$ cat src/rtl/sgd_seq_pkg.sv
// sgd_seq_pkg: shared state encoding, default widths and precision clamp for the gradient sequencer
package sgd_seq_pkg;
  localparam int SEQ_DIM_SHIFT = 9;
  localparam int SEQ_CHUNK_W = 12;
  localparam int SEQ_BIT_W = 5;
  typedef enum logic [2:0] {IDLE, CFG, WAIT_DOT, STREAM, SAMPLE_END, DONE} seq_state_e;
  function automatic logic [5:0] clamp_bits(input logic [5:0] n);
    return n == 6'd0 ? 6'd1 : n > 6'd32 ? 6'd32 : n;
  endfunction
endpackage

$ cat src/rtl/sgd_seq_beat_ctr.sv
// sgd_seq_beat_ctr: nested bit/chunk beat counter with load, enable and end-of-sample flag
module sgd_seq_beat_ctr import sgd_seq_pkg::*; #(
  parameter int CHUNK_W = SEQ_CHUNK_W,
  parameter int BIT_W = SEQ_BIT_W
) (
  input  logic               clk,
  input  logic               rst_n,
  input  logic               load,
  input  logic               en,
  input  logic [5:0]         bits,
  input  logic [CHUNK_W-1:0] chunks,
  output logic [BIT_W-1:0]   bit_idx,
  output logic [CHUNK_W-1:0] chunk_idx,
  output logic               last_bit,
  output logic               last
);
  assign last_bit = bit_idx == BIT_W'(bits - 6'd1);
  assign last = last_bit && chunk_idx == chunks - CHUNK_W'(1);
  always_ff @(posedge clk) begin
    if (!rst_n || load) begin
      bit_idx <= '0;
      chunk_idx <= '0;
    end else if (en) begin
      bit_idx <= last_bit ? '0 : bit_idx + BIT_W'(1);
      chunk_idx <= last_bit ? chunk_idx + CHUNK_W'(1) : chunk_idx;
    end
  end
endmodule

$ cat src/rtl/sgd_gradient_seq.sv
// sgd_gradient_seq: epoch/sample sequencer issuing chunks x bits flow-controlled A-FIFO reads per dot result
// Optional stall counter built when SGD_GRAD_SEQ_STALL_CNT_EN is defined.
module sgd_gradient_seq import sgd_seq_pkg::*; #(
  parameter int DIM_SHIFT = SEQ_DIM_SHIFT,
  parameter int CHUNK_W = SEQ_CHUNK_W,
  parameter int BIT_W = SEQ_BIT_W
) (
  input  logic               clk,
  input  logic               rst_n,
  input  logic               started,
  input  logic [31:0]        number_of_epochs,
  input  logic [31:0]        number_of_samples,
  input  logic [31:0]        dimension,
  input  logic [31:0]        number_of_bits,
  input  logic               fifo_a_empty,
  output logic               fifo_a_rd_en,
  input  logic               dot_valid,
  output logic               dot_ready,
  output logic               beat_first,
  output logic               beat_last_bit,
  output logic [BIT_W-1:0]   bit_index,
  output logic [CHUNK_W-1:0] chunk_index,
  output logic               sample_done,
  output logic               epoch_done,
  output logic               all_done,
  output logic               busy,
  output logic [31:0]        stall_cycles
);
  seq_state_e state;
  logic started_q, beat_last, beat_last_b, last_sample, last_epoch, enter_end;
  logic [CHUNK_W-1:0] chunks;
  logic [5:0] bits;
  logic [31:0] epochs, samples, sample_cnt, epoch_cnt;
  logic unused_bits;
  assign unused_bits = ^number_of_bits[31:6];
  assign fifo_a_rd_en = rst_n && state == STREAM && !fifo_a_empty;
  assign beat_first = state == STREAM && bit_index == '0 && chunk_index == '0;
  assign beat_last_bit = state == STREAM && beat_last_b;
  assign last_sample = sample_cnt == samples - 32'd1;
  assign last_epoch = epoch_cnt == epochs - 32'd1;
  assign enter_end = (state == WAIT_DOT && dot_valid && chunks == '0) || (fifo_a_rd_en && beat_last);
  sgd_seq_beat_ctr #(.CHUNK_W(CHUNK_W), .BIT_W(BIT_W)) u_beat (
    .clk(clk), .rst_n(rst_n), .load(state == CFG || state == WAIT_DOT), .en(fifo_a_rd_en),
    .bits(bits), .chunks(chunks), .bit_idx(bit_index), .chunk_idx(chunk_index),
    .last_bit(beat_last_b), .last(beat_last)
  );
  always_ff @(posedge clk) begin
    if (!rst_n) begin
      state <= IDLE;
      started_q <= 1'b0;
      dot_ready <= 1'b0;
      sample_done <= 1'b0;
      epoch_done <= 1'b0;
      all_done <= 1'b0;
      busy <= 1'b0;
      chunks <= '0;
      bits <= '0;
      epochs <= '0;
      samples <= '0;
      sample_cnt <= '0;
      epoch_cnt <= '0;
    end else begin
      started_q <= started;
      sample_done <= enter_end;
      epoch_done <= enter_end && last_sample;
      case (state)
        IDLE: if (started && !started_q) begin
          state <= CFG;
          busy <= 1'b1;
        end
        CFG: begin
          chunks <= CHUNK_W'((dimension >> DIM_SHIFT) + 32'(|dimension[DIM_SHIFT-1:0]));
          bits <= clamp_bits(number_of_bits[5:0]);
          epochs <= number_of_epochs;
          samples <= number_of_samples;
          sample_cnt <= '0;
          epoch_cnt <= '0;
          if (number_of_epochs == '0 || number_of_samples == '0) begin
            state <= DONE;
            all_done <= 1'b1;
            busy <= 1'b0;
          end else begin
            state <= WAIT_DOT;
            dot_ready <= 1'b1;
          end
        end
        WAIT_DOT: if (dot_valid) begin
          dot_ready <= 1'b0;
          state <= chunks != '0 ? STREAM : SAMPLE_END;
        end
        STREAM: if (fifo_a_rd_en && beat_last) state <= SAMPLE_END;
        SAMPLE_END: begin
          sample_cnt <= last_sample ? '0 : sample_cnt + 32'd1;
          epoch_cnt <= last_sample ? epoch_cnt + 32'd1 : epoch_cnt;
          if (last_sample && last_epoch) begin
            state <= DONE;
            all_done <= 1'b1;
            busy <= 1'b0;
          end else begin
            state <= WAIT_DOT;
            dot_ready <= 1'b1;
          end
        end
        DONE: if (!started) begin
          state <= IDLE;
          all_done <= 1'b0;
        end
        default: state <= IDLE;
      endcase
    end
  end
`ifdef SGD_GRAD_SEQ_STALL_CNT_EN
  always_ff @(posedge clk) begin
    if (!rst_n || state == CFG) stall_cycles <= '0;
    else if (state == STREAM && fifo_a_empty && stall_cycles != '1) stall_cycles <= stall_cycles + 32'd1;
  end
`else
  assign stall_cycles = '0;
`endif
endmodule

$ cat config.mk
export PLATFORM = sky130hd
export DESIGN_NAME = sgd_gradient_seq
export DESIGN_NICKNAME = d
export VERILOG_FILES = /design/src/rtl/sgd_seq_pkg.sv /design/src/rtl/sgd_seq_beat_ctr.sv /design/src/rtl/sgd_gradient_seq.sv
export SDC_FILE = /design/constraint.sdc
export NUM_CORES = 1
export LEC_CHECK = 0
export CORE_MARGIN = 8
export CORE_UTILIZATION = 30
export CTS_CLUSTER_SIZE = 12
export DETAILED_ROUTE_END_ITERATION = 10
export GPL_TIMING_DRIVEN = 0
export PLACE_DENSITY = 0.61
export SLEW_MARGIN = 10
export SYNTH_ARGS = -nofsm -noshare
export SYNTH_HDL_FRONTEND = slang
export SYNTH_HIERARCHICAL = 1
export SYNTH_SLANG_ARGS = --single-unit
$ cat constraint.sdc
create_clock -name clk -period 5.1 [get_ports clk]
set_input_delay 0.51 -clock clk [delete_from_list [all_inputs] [get_ports clk]]
set_output_delay 0.51 -clock clk [all_outputs]
set_load 0.005 [all_outputs]
# Yosys cells after proc, flatten, opt, wreduce, memory -nomap -nowiden
# Cells that the tools add are included.
[word_totals] register_bits=171 latch_bits=0 mem_bits_rw=0 rom_bits=0 input_bits=133 out_inout_bits=57 wordCells=108 n_memories=0
[classes] addsub=9 mul=0 n_div=0 magnitude_cmp=1 n_eq_ne=18 n_shift=0 n_mux=27 n_bitwise=0 reduce_logical=38
[op_table] operator="$pmux W32 S2" n=2
[op_table] operator="$add A32 B1 Y32 const B" n=2
[op_table] operator="$eq A32 B32 Y1" n=2
[op_table] operator="$logic_not A32 Y1" n=2
[op_table] operator="$mux W32" n=2
[op_table] operator="$sub A32 B1 Y32 const B" n=2
[op_table] operator="$logic_not A12 Y1" n=2
[op_table] operator="$mux W3" n=7
[op_table] operator="$pmux W3 S6" n=1
[op_table] operator="$reduce_and A4 Y1" n=4
[op_table] operator="$mux W5" n=3
[op_table] operator="$ne A2 B2 Y1 const B" n=7
[op_table] operator="$add A12 B1 Y12" n=1
[op_table] operator="$add A12 B1 Y12 const B" n=1
[op_table] operator="$eq A12 B12 Y1" n=1
[op_table] operator="$logic_and A1 B1 Y1" n=12
[op_table] operator="$reduce_bool A12 Y1" n=1
[op_table] operator="$sub A12 B1 Y12 const B" n=1
[op_table] operator="$mux W1" n=9
[op_table] operator="$pmux W1 S3" n=3
[op_table] operator="$reduce_bool A3 Y1" n=3
[op_table] operator="$reduce_or A9 Y1" n=1
[op_table] operator="$eq A3 B2 Y1 const B" n=2
[op_table] operator="$eq A3 B3 Y1 const B" n=2
[op_table] operator="13 further kinds" n=20

# Logic depth before layout (Yosys ltp)
[logic_depth] word_depth=6 mapped_depth=14 ltp_nobuf=12

# By module
# The synthesis kept the hierarchy.
[modules_own_cells] mod="sgd_gradient_seq" instances=1 cells_per_inst=1295 area_per_inst_um2=9769.4 seq_area_each_um2=3103.0
[modules_own_cells] mod="sgd_seq_beat_ctr" instances=1 cells_per_inst=172 area_per_inst_um2=1381.3 seq_area_each_um2=340.3

# Worst setup path before layout
# OpenSTA, ideal clock, no wires.
[synth_timing] path_kind="register to register" from="register samples[4]" to="register epoch_cnt[15]" setup_ps=70 t_arrival_ps=3791 required_ps=5030 slack_ps=1238 stages_incl_launch_ff=14 path_buffers=4 synth_period_minus_slack_ps=3862 path_cell_list="dfxtp_1 > buf_6 > or4_4 > buf_6 > or4b_4 > buf_6 > or4_1 > a21oi_1 > nor3_1 > or4_1 > o21a_2 > buf_6 > or4_1 > a21oi_1"
[synth_via] elab_chain_cells=4
[synth_rtl] element="start: declaration" line="sgd_gradient_seq.sv:33" source="logic [31:0] epochs, samples, sample_cnt, epoch_cnt;"
[synth_rtl] element="start signal: assignment" line="sgd_gradient_seq.sv:75" source="samples <= number_of_samples;"
[synth_rtl] element="$sub A32 B1 Y32" line="sgd_gradient_seq.sv:39" source="assign last_sample = sample_cnt == samples - 32'd1;"
[synth_rtl] element="$eq A32 B32 Y1" line="sgd_gradient_seq.sv:39"
[synth_rtl] element="$ne A2 B2 Y1 (no source line)"
[synth_rtl] element="$reduce_and A2 Y1 (no source line)"
[synth_rtl] element="end signal: assignment" line="sgd_gradient_seq.sv:94" source="epoch_cnt <= last_sample ? epoch_cnt + 32'd1 : epoch_cnt;"
[synth_rtl] element="end: declaration" line="sgd_gradient_seq.sv:33"
# No other way between the ends.
# A chain may end at the register's enable or synchronous reset.

# Worst setup path in the final report
[layout_timing] from="register samples[3]" to="register epoch_cnt[15]"
# The elaborated chain is that of the path after synthesis.

==> results.md <==
* Result of the run: complete, no violations
* Starting Density at 30.4%
* R2R cell count at 13
* Critical path class: reg -> reg
* GR Util All Layers at between 10% and 20%
* Slack of the worst reg-to-reg path at 0.46 ns
* Antenna violations before repair at 1
* Total Wirelength at 34800 um
* CP startpoint kind: register
* Worst rel slew slack at between 30% and 40%
* Comb pwr share at a little under half
* Slew at the pin closest to its max-slew limit at ~1 ns
* Layout net count at 1776
* Crit-path slowest cell: sky130_fd_sc_hd__nor4b_1
* Die Footprint at ~0.043 mm^2
* Cell area after synthesis at ~0.011 mm^2
* TritonCTS Sinks at around 170
* Bufs on Longest Clock Path at 2
* Share of the core filled with cells in the final layout at a little under two fifths
* Origin of the critical flop-to-flop path: samples[3]$_SDFFE_PN0P_
* Root Buffer: sky130_fd_sc_hd__clkbuf_16
* Clock tree from TritonCTS: done
* Leakage Power at 0.00477 uW
* Number of setup violations in the final report at 0
* Hold buffer count at CTS at 0
* Cell repeated most along the worst path: sky130_fd_sc_hd__clkbuf_1
* Overall die width at about 210 um
* Post-route clock period utilization at around nine tenths
* Number of remaining DRC errors at 0
* WL per Instance at approximately 16 um
* Ratio of cells with drive above 1 in the final layout at under 10%
* Post-CTS Resized at 0
* RSZ-0062 raised after global routing: false
* # Max-Cap Violations at 0
* Drt pass-1 iters at 5
* Estimated wirelength of the detail-placed design at between 20000 and 30000 um
* Num rows at 70
* Series of cell instances along the critical path: clkbuf_1 -> or4_1 -> clkbuf_1 -> nor4b_1 -> o211ai_1 -> nor4_1 -> o211ai_1 -> or4_1 -> o21a_2 -> clkbuf_1 -> clkbuf_1 -> o31ai_1 -> a21oi_1
* Post-synthesis area per instance at approximately 7.6 um^2
* First-pass GRT wire length at about 56000 um
* Die height at 208 um
* CP endpoint: epoch_cnt[15]$_SDFFE_PN0P_
* Max-slew violations at 0
* Areal power density over the cells at ~420 mW/mm^2
* Launch point of the critical path: samples[3]$_SDFFE_PN0P_
* Maximum net fanout on the critical path at 10
* Min Tclk post-route at between 4 and 5 ns
* Most frequent cells in the layout: sky130_fd_sc_hd__nand2_1, sky130_fd_sc_hd__dfxtp_1, sky130_fd_sc_hd__clkdlybuf4s50_1
* Max Freq at 216 MHz
* Worst-path clk slew at about 0.07 ns
* Layout overhead on the synthesized area at 22.1%
* Setup TNS at 0 ns
* Count of nets left with antenna violations after detail routing at 0
* Class of the most critical hold timing path: reg -> reg
* Via count of the first global-routing pass at 10700
* Core area at ~0.037 mm^2
* End of the worst register-to-register path: epoch_cnt[15]$_SDFFE_PN0P_
* Switching power of the nets at around 2500 uW
* Total via count after detailed routing at 11200
* Critical Path RT at 5.41 ns
* CTS Buf Count at 17
* Pin count of the biggest net entering global routing at 17
* Commonest non-fill, non-tap cell in the layout: sky130_fd_sc_hd__nand2_1
* Maximum level of the CTS H-tree at 4
* Buffers added on ports at 120
* Share of total power consumed by net switching at 43.4%
* Count of final hold-check violations at 0
* Share of total power in the clock network at roughly 22%
* Setup Skew at roughly 0.016 ns
* Per-cell via count in the routed design at between 5 and 6
* Antenna diodes at 0
* Overflow left after global routing at 0
* Insertion delay of the later-clocked pin in the worst-skew pair at around 0.45 ns
* Fraction of power consumed by sequential logic at between 20% and 30%
* Top-level I/O count at 190
* Iteration-0 DRC count of the detailed router at approximately 730
* Routability cong. at 0.874
* Setup repair bufs after CTS at 0
* Crit path largest cell delay at 0.81 ns
* Crit. End Element: register
* Arrival time of the worst setup path at slightly below 5 ns
* Synthesis warning total at 6
* Peak VDD IR at 0.278 mV
* Cell-internal power at roughly 3300 uW
* Number of fillers in the final layout at approximately 3800
* Post-Syn Instances at roughly 1500
-- flip-flops by register name, summed over array words and instances (netlist names) --
signal            cells
u_beat/chunk_idx     12
started_q             1
epochs               32
sample_done           1
sample_cnt           32
epoch_done            1
dot_ready             1
epoch_cnt            32
chunks               12
bits                  5
busy                  1
state                 3
all_done              1
u_beat/bit_idx        5
samples              32
-- per-layer routing --
metal	routed length, um	track usage (%)	part of all wire, %	vias to the layer above
met1	16000	20.0	46	5261
met3	1920	3.61	5.5	42
li1	-	-	-	5595
met2	16100	25.7	46	277
met5	13	0	0.037	-
met4	716	4.80	2.1	2
-- metrics by stage --
step                area (um^2)  total power [uW]  hold WS [ns]  setup WS [ns]  std cells
detailed placement        13000              4460         0.475          0.548       2082
floorplan                 11200              3690         0.454           1.24       1494
global route              13600              6150         0.507          0.124       2114
CTS                       13600              5740         0.492          0.548       2114
global placement          13000              4400         0.471          0.559       2082
finish                    13600              5740         0.480          0.463       2114
-- how the worst min path moves through the flow --
| stage | from | to | slack (ns) | cells past startpoint |
|---|---|---|---|---|
| 3_3_place_gp | bits[4]$_SDFFE_PN0P_ | bits[4]$_SDFFE_PN0P_ | 0.47 | 2 |
| 2_1_floorplan | bits[4]$_SDFFE_PN0P_ | bits[4]$_SDFFE_PN0P_ | 0.45 | 2 |
| 5_1_grt | bits[4]$_SDFFE_PN0P_ | bits[4]$_SDFFE_PN0P_ | 0.51 | 2 |
| 3_5_place_dp | busy$_SDFFE_PN0P_ | busy$_SDFFE_PN0P_ | 0.47 | 2 |
| 6_report | busy$_SDFFE_PN0P_ | busy$_SDFFE_PN0P_ | 0.48 | 2 |
| 4_1_cts | bits[1]$_SDFFE_PN0P_ | bits[1]$_SDFFE_PN0P_ | 0.49 | 2 |
-- worst max-delay path, delay by kind of cell (launching register included) --
family / cells / cell delay, ns
AO/OA/AOI/OAI: 5 / 1.06
buffers and inverters: 4 / 1.01
AND/OR/NAND/NOR: 4 / 2.13
flip-flops: 1 / 0.30
-- power by group through the flow --
stage / combinational, uW / sequential (uW) / clock [uW]
2_1_floorplan: 2010 / 1680 / 0
3_3_place_gp: 2660 / 1740 / 0
3_5_place_dp: 2710 / 1750 / 0
4_1_cts: 2730 / 1720 / 1290
5_1_grt: 3050 / 1750 / 1350
6_report: 2750 / 1720 / 1280
-- layout make-up --
type / instances / area [um^2] / share of cell area [%]
plain buffers: 118 / 597 / 4.40
clock inverters: 12 / 105 / 0.774
well taps: 468 / 586 / 4.31
multi-input cells: 1172 / 7090 / 52.2
repair buffers: 120 / 1200 / 8.85
flip-flops and latches: 171 / 3420 / 25.2
inverters: 33 / 124 / 0.912
clock buffers: 20 / 447 / 3.29
Note: power is estimated with default switching activity, not from simulation.
